--- config.mk ---
export PLATFORM = sky130hd
export DESIGN_NAME = xbar_port_scheduler
export DESIGN_NICKNAME = d
export VERILOG_FILES = /design/src/rtl/xbar_port_scheduler.sv
export SDC_FILE = /design/constraint.sdc
export NUM_CORES = 1
export LEC_CHECK = 0
export CAP_MARGIN = 10
export CORE_MARGIN = 4
export CORE_UTILIZATION = 39
export CTS_CLUSTER_DIAMETER = 120
export DETAILED_ROUTE_END_ITERATION = 6
export MAX_ROUTING_LAYER = met4
export PLACE_DENSITY_LB_ADDON = 0.15
export SYNTH_ARGS = -nofsm -noshare
export SYNTH_HDL_FRONTEND = slang
export SYNTH_SLANG_ARGS = --single-unit
--- constraint.sdc ---
create_clock -name clk -period 1.5 [get_ports clk]
set_input_delay 0.375 -clock clk [delete_from_list [all_inputs] [get_ports clk]]
set_output_delay 0.375 -clock clk [all_outputs]
set_load 0.01 [all_outputs]
--- src/rtl/xbar_port_scheduler.sv ---
// Per-output-port scheduler for the stream crossbar: rotating-priority arbitration
// with packet locking, a per-winner packet budget and a one-entry registered output stage.
module xbar_port_scheduler #(
  parameter int T_DATA_WIDTH = 8,
  parameter int S_DATA_COUNT = 2,
  parameter int MAX_PACKETS  = 8,
  localparam int T_ID___WIDTH = (S_DATA_COUNT > 1) ? $clog2(S_DATA_COUNT) : 1
) (
  input  logic                                      clk,
  input  logic                                      rst_n,
  input  logic [S_DATA_COUNT-1:0]                   req_i,
  input  logic [S_DATA_COUNT-1:0][T_DATA_WIDTH-1:0] s_data_i,
  input  logic [S_DATA_COUNT-1:0]                   s_last_i,
  output logic [S_DATA_COUNT-1:0]                   s_ready_o,
  output logic [T_DATA_WIDTH-1:0]                   m_data_o,
  output logic [T_ID___WIDTH-1:0]                   m_id_o,
  output logic                                      m_last_o,
  output logic                                      m_valid_o,
  input  logic                                      m_ready_i
);

  localparam int CNT_W = $clog2(MAX_PACKETS + 1);

  typedef enum logic [0:0] {
    ST_IDLE   = 1'b0,
    ST_LOCKED = 1'b1
  } state_e;

  state_e                  state_q, state_d;
  logic [T_ID___WIDTH-1:0] owner_q, owner_d;
  logic [T_ID___WIDTH-1:0] ptr_q, ptr_d;
  logic [CNT_W-1:0]        pkt_cnt_q, pkt_cnt_d;
  logic [T_DATA_WIDTH-1:0] m_data_q, m_data_d;
  logic [T_ID___WIDTH-1:0] m_id_q, m_id_d;
  logic                    m_last_q, m_last_d;
  logic                    m_valid_q, m_valid_d;

  logic                    slot_free_s;
  logic                    accept_s;
  logic [T_ID___WIDTH-1:0] winner_s;
  logic [CNT_W-1:0]        pkt_inc_s;

  // Rotating search: lowest requester at or above ptr wins, else lowest below ptr.
  always_comb begin
    winner_s = '0;
    for (int i = S_DATA_COUNT - 1; i >= 0; i--) begin
      winner_s = (req_i[i] && (T_ID___WIDTH'(i) < ptr_q)) ? T_ID___WIDTH'(i) : winner_s;
    end
    for (int i = S_DATA_COUNT - 1; i >= 0; i--) begin
      winner_s = (req_i[i] && (T_ID___WIDTH'(i) >= ptr_q)) ? T_ID___WIDTH'(i) : winner_s;
    end
  end

  // Source-side handshake: only the locked owner sees ready, gated by the output slot.
  always_comb begin
    slot_free_s = ~m_valid_q | m_ready_i;
    s_ready_o   = '0;
    if (state_q == ST_LOCKED) begin
      s_ready_o[owner_q] = slot_free_s;
    end else begin
      s_ready_o = '0;
    end
    accept_s = (state_q == ST_LOCKED) && req_i[owner_q] && slot_free_s;
  end

  // Next-state, packet budget and output stage.
  always_comb begin
    state_d   = state_q;
    owner_d   = owner_q;
    ptr_d     = ptr_q;
    pkt_cnt_d = pkt_cnt_q;
    m_data_d  = m_data_q;
    m_id_d    = m_id_q;
    m_last_d  = m_last_q;
    m_valid_d = m_valid_q;
    pkt_inc_s = pkt_cnt_q + CNT_W'(1);

    case (state_q)
      ST_IDLE: begin
        if (|req_i) begin
          owner_d = winner_s;
          state_d = ST_LOCKED;
          if (winner_s != owner_q) begin
            pkt_cnt_d = '0;
          end else begin
            pkt_cnt_d = pkt_cnt_q;
          end
        end else begin
          state_d = ST_IDLE;
        end
      end
      ST_LOCKED: begin
        if (accept_s && s_last_i[owner_q]) begin
          state_d = ST_IDLE;
          // Budget exhausted: hand priority to the next index after the owner.
          if (pkt_inc_s == CNT_W'(MAX_PACKETS)) begin
            pkt_cnt_d = '0;
            if (owner_q == T_ID___WIDTH'(S_DATA_COUNT - 1)) begin
              ptr_d = '0;
            end else begin
              ptr_d = owner_q + T_ID___WIDTH'(1);
            end
          end else begin
            pkt_cnt_d = pkt_inc_s;
            ptr_d     = owner_q;
          end
        end else begin
          state_d = ST_LOCKED;
        end
      end
      default: begin
        state_d = ST_IDLE;
      end
    endcase

    if (accept_s) begin
      m_data_d  = s_data_i[owner_q];
      m_id_d    = owner_q;
      m_last_d  = s_last_i[owner_q];
      m_valid_d = 1'b1;
    end else if (m_ready_i) begin
      m_valid_d = 1'b0;
    end else begin
      m_valid_d = m_valid_q;
    end
  end

  // State and output registers.
  always_ff @(posedge clk or negedge rst_n) begin
    if (!rst_n) begin
      state_q   <= ST_IDLE;
      owner_q   <= '0;
      ptr_q     <= '0;
      pkt_cnt_q <= '0;
      m_data_q  <= '0;
      m_id_q    <= '0;
      m_last_q  <= 1'b0;
      m_valid_q <= 1'b0;
    end else begin
      state_q   <= state_d;
      owner_q   <= owner_d;
      ptr_q     <= ptr_d;
      pkt_cnt_q <= pkt_cnt_d;
      m_data_q  <= m_data_d;
      m_id_q    <= m_id_d;
      m_last_q  <= m_last_d;
      m_valid_q <= m_valid_d;
    end
  end

  assign m_data_o  = m_data_q;
  assign m_id_o    = m_id_q;
  assign m_last_o  = m_last_q;
  assign m_valid_o = m_valid_q;

endmodule

==> flow_metrics.py <==
metrics = {
    "power_and_ir_drop": {
        "p_sw_frac": 0.378,
        "p_switching_mw": 0.959,
        "internal-power_mw": 1.58,
        "comb_power_share": 0.538,
        "cellPowerDensity_nw_per_um2": 1690,
        "clkPwrFrac": 0.118,
        "ir_worst_vdd_mv": 0.985,
        "p_leak_nw": 0.714,
        "pwr-share-seq": 0.344,
    },
    "sta": {
        "finalSetupViolCount": 2,
        "slew_headroom": 0.735,
        "setup_slack_ps": -10.7,
        "rsz0062_at_grt": "true",
        "period_share": 1.01,
        "worst_pin_slew_ps": 397,
        "hold_slack_ps": 401,
        "hold_viol_final": 0,
        "period_minus_slack_ps": 1510,
        "fmax_mhz": 662,
        "drv_slew": 0,
        "fin_worst_skew_ps": 1.45,
    },
    "floorplan": {
        "dieArea_um2": 3370,
        "coreArea_um2": 2300,
        "die_h_um": 58.1,
        "pin_count": 36,
        "initial_core_util": 0.426,
        "rows": 17,
        "die_w_um": 58.1,
    },
    "grt": {
        "grt_pass1_vias": 951,
        "grt_max_degree": 19,
        "track_usage": 0.160,
        "grt_pass1_wl_um": 4140,
        "antenna_found_initial": 0,
        "gr-total-overflow": 0,
    },
    "clock_network": {
        "cts_buffers": 3,
        "root_buffer": "clkbuf_4",
        "htreeDepth": 1,
        "cts_tree": "done",
        "clk_path_buf_depth": 2,
        "clock-sinks": 18,
        "cts.clk_slew.worst_paths_ps": 100,
        "ctsHoldBuffers": 0,
        "clk_latency_ps": 290,
    },
    "setup_path": {
        "cp-end-kind": "output pin",
        "crit_required_ps": 1120,
        "r2r_end": "pkt_cnt_q[3]",
        "critPathMaxFanout": 3,
        "slowest_delay_ps": 400,
        "cp_slowest_cell": "dfrtp_1",
        "worstReg2RegStart": "owner_q",
        "cp.arrival_ps": 1140,
        "cp_cell_sequence": "buf_6 -> nand2b_4 -> nand2_1 -> nor2_1 -> buf_2",
        "critPathKind": "reg2out",
        "critical_path_buf_inv_count": 2,
        "cp_top_family": "flip-flops",
        "setup.worst_path.start": "m_valid_o",
        "cp.depth": 5,
        "crit_path_start_kind": "flop",
        "worstSetupEndpoint": "s_ready_o[0]",
        "rrSetupSlack_ps": 50,
        "r2r_cells": 5,
    },
    "cells_and_area": {
        "syn_to_final_growth_pct": 53.3,
        "fin_cells": 179,
        "drive_above_1_share": 0.238,
        "n_antenna_cell": 0,
        "fin_nets": 177,
    },
    "route": {
        "first_pass_iters": 4,
        "vias_per_cell": 5.09,
        "wl_um": 2390,
        "drc": 0,
        "wl_per_cell_um": 13.3,
        "num_vias": 911,
        "drt_iter0_markers": 34,
        "ant_nets": 0,
    },
    "outcome": {
        "violations": "negative setup slack",
        "outcome": "complete, but fails checks",
    },
    "place": {
        "dp_hpwl_um": 1840,
        "placedCellCount": 170,
        "gp_congestion": 0.775,
        "io_buffers": 35,
    },
    "synthesis": {
        "syn-cell-area_um2": 978,
        "syn_avg_cell_area_um2": 9.78,
        "yosys_warnings": 0,
        "synth.distinct_cells": 29,
        "seq_area_frac_synth": 0.460,
        "synth_cells": 100,
        "synthesis.nets": 125,
        "synth_seq_cells": 18,
    },
    "flow_run": {
        "maxCapViolations": 0,
    },
    "hold_path": {
        "hold_path.class": "in2async",
    },
}
## registers in the layout (all words and copies together), names as in the netlist
name / count
m_data_o: 8
pkt_cnt_q: 4
m_id_o: 1
m_last_o: 1
m_valid_o: 1
owner_q: 1
ptr_q: 1
state_q: 1
## what timing repair did
action                     4_1_cts  5_1_grt
gates cloned                     0        0
pin swaps                        1        2
gates resized for setup         25        7
buffers inserted                 2        3
setup endpoints to repair       17        8
## cell usage after synthesis
| master | number | area (µm²) |
|---|---|---|
| a211o_1 | 1 | 8.76 |
| a21boi_0 | 1 | 7.51 |
| a21oi_1 | 2 | 10.0 |
| a31oi_1 | 2 | 12.5 |
| a32o_1 | 1 | 10.0 |
| a41oi_1 | 1 | 8.76 |
| and3_1 | 1 | 6.26 |
| and3b_1 | 1 | 8.76 |
| and4_4 | 1 | 11.3 |
| buf_4 | 1 | 7.51 |
| buf_6 | 2 | 22.5 |
| clkbuf_1 | 2 | 7.51 |
| dfrtp_1 | 18 | 450 |
| ha_1 | 2 | 25.0 |
| inv_1 | 5 | 18.8 |
| mux2_2 | 1 | 11.3 |
| mux2_4 | 2 | 30.0 |
| mux2i_1 | 8 | 80.1 |
| nand2_1 | 16 | 60.1 |
| nand2b_1 | 2 | 12.5 |
| nand3_1 | 5 | 25.0 |
| nand3b_1 | 1 | 7.51 |
| nand4_1 | 3 | 18.8 |
| nor2_1 | 3 | 11.3 |
| nor2b_1 | 1 | 6.26 |
| nor3_1 | 2 | 10.0 |
| o2111ai_1 | 2 | 17.5 |
| o21ai_0 | 10 | 50.1 |
| o31ai_1 | 3 | 22.5 |
## logic make-up (layout without fill, tap and decap cells)
| group | count (synthesis) | in the layout | share of synthesized area |
|---|---|---|---|
| buf+inv | 10 | 61 | 0.0576 |
| simple gates | 36 | 36 | 0.182 |
| flops | 18 | 18 | 0.460 |
| compound gates | 23 | 23 | 0.151 |
| mux | 11 | 11 | 0.124 |
| fa+ha+maj | 2 | 2 | 0.0256 |
## layout make-up
type | instances | area [µm²]
inverter | 5 | 18.8
timing repair buffer | 52 | 459
clock buffer | 4 | 36.3
fill | 206 | 797
sequential | 18 | 454
tap | 28 | 35.0
multi-input combinational | 72 | 497
## placed cells by master, fill, tap and decap left out, drive strengths merged, types with 2 or more instances in the layout
cell type,netlist,layout
o2111ai,2,2
dfrtp,18,18
mux2i,8,8
inv,5,5
dlygate4sd2,0,11
mux2,3,3
clkbuf,2,4
a21oi,2,2
nand3,5,5
o21ai,10,10
nor2,3,3
o31ai,3,3
buf,3,20
a31oi,2,2
nand4,3,3
nand2b,2,2
nand2,16,16
clkdlybuf4s50,0,21
nor3,2,2
ha,2,2
## power by group through the flow
stage / clock (mW) / combinational [mW] / sequential (mW)
3_5_place_dp: 0 / 1.37 / 0.880
4_1_cts: 0.311 / 1.31 / 0.871
2_1_floorplan: 0 / 0.704 / 0.899
6_report: 0.298 / 1.36 / 0.872
3_3_place_gp: 0 / 1.33 / 0.865
5_1_grt: 0.337 / 1.51 / 0.915
## metrics by stage
stage               setup WS [ps]  utilization  TNS, ps  power, mW  area [µm²]
global route                 -105        0.653     -178       2.76        1500
finish                      -10.7        0.653    -17.6       2.53        1500
CTS                         -27.5        0.637    -50.2       2.49        1460
floorplan                    43.2            -        0       1.60         978
global placement             -497        0.617    -3400       2.20        1420
detailed placement           -513        0.617    -3920       2.25        1420
## routing by layer
layer	GRT usage	part of all wire	up-vias
li1	-	-	465
met1	0.198	0.47	423
met2	0.266	0.49	23
met3	0.0334	0.037	0
met4	0.0397	0	0
met5	-	0	-
## worst min-delay path by stage
| stage | end | slack, ps |
|---|---|---|
| 2_1_floorplan | m_data_o[0] | 80 |
| 3_3_place_gp | m_last_o | 460 |
| 3_5_place_dp | m_data_o[5] | 470 |
| 4_1_cts | m_data_o[1] | 400 |
| 5_1_grt | m_data_o[1] | 400 |
| 6_report | m_data_o[1] | 400 |
No activity file was read; power rests on OpenSTA's default activity.
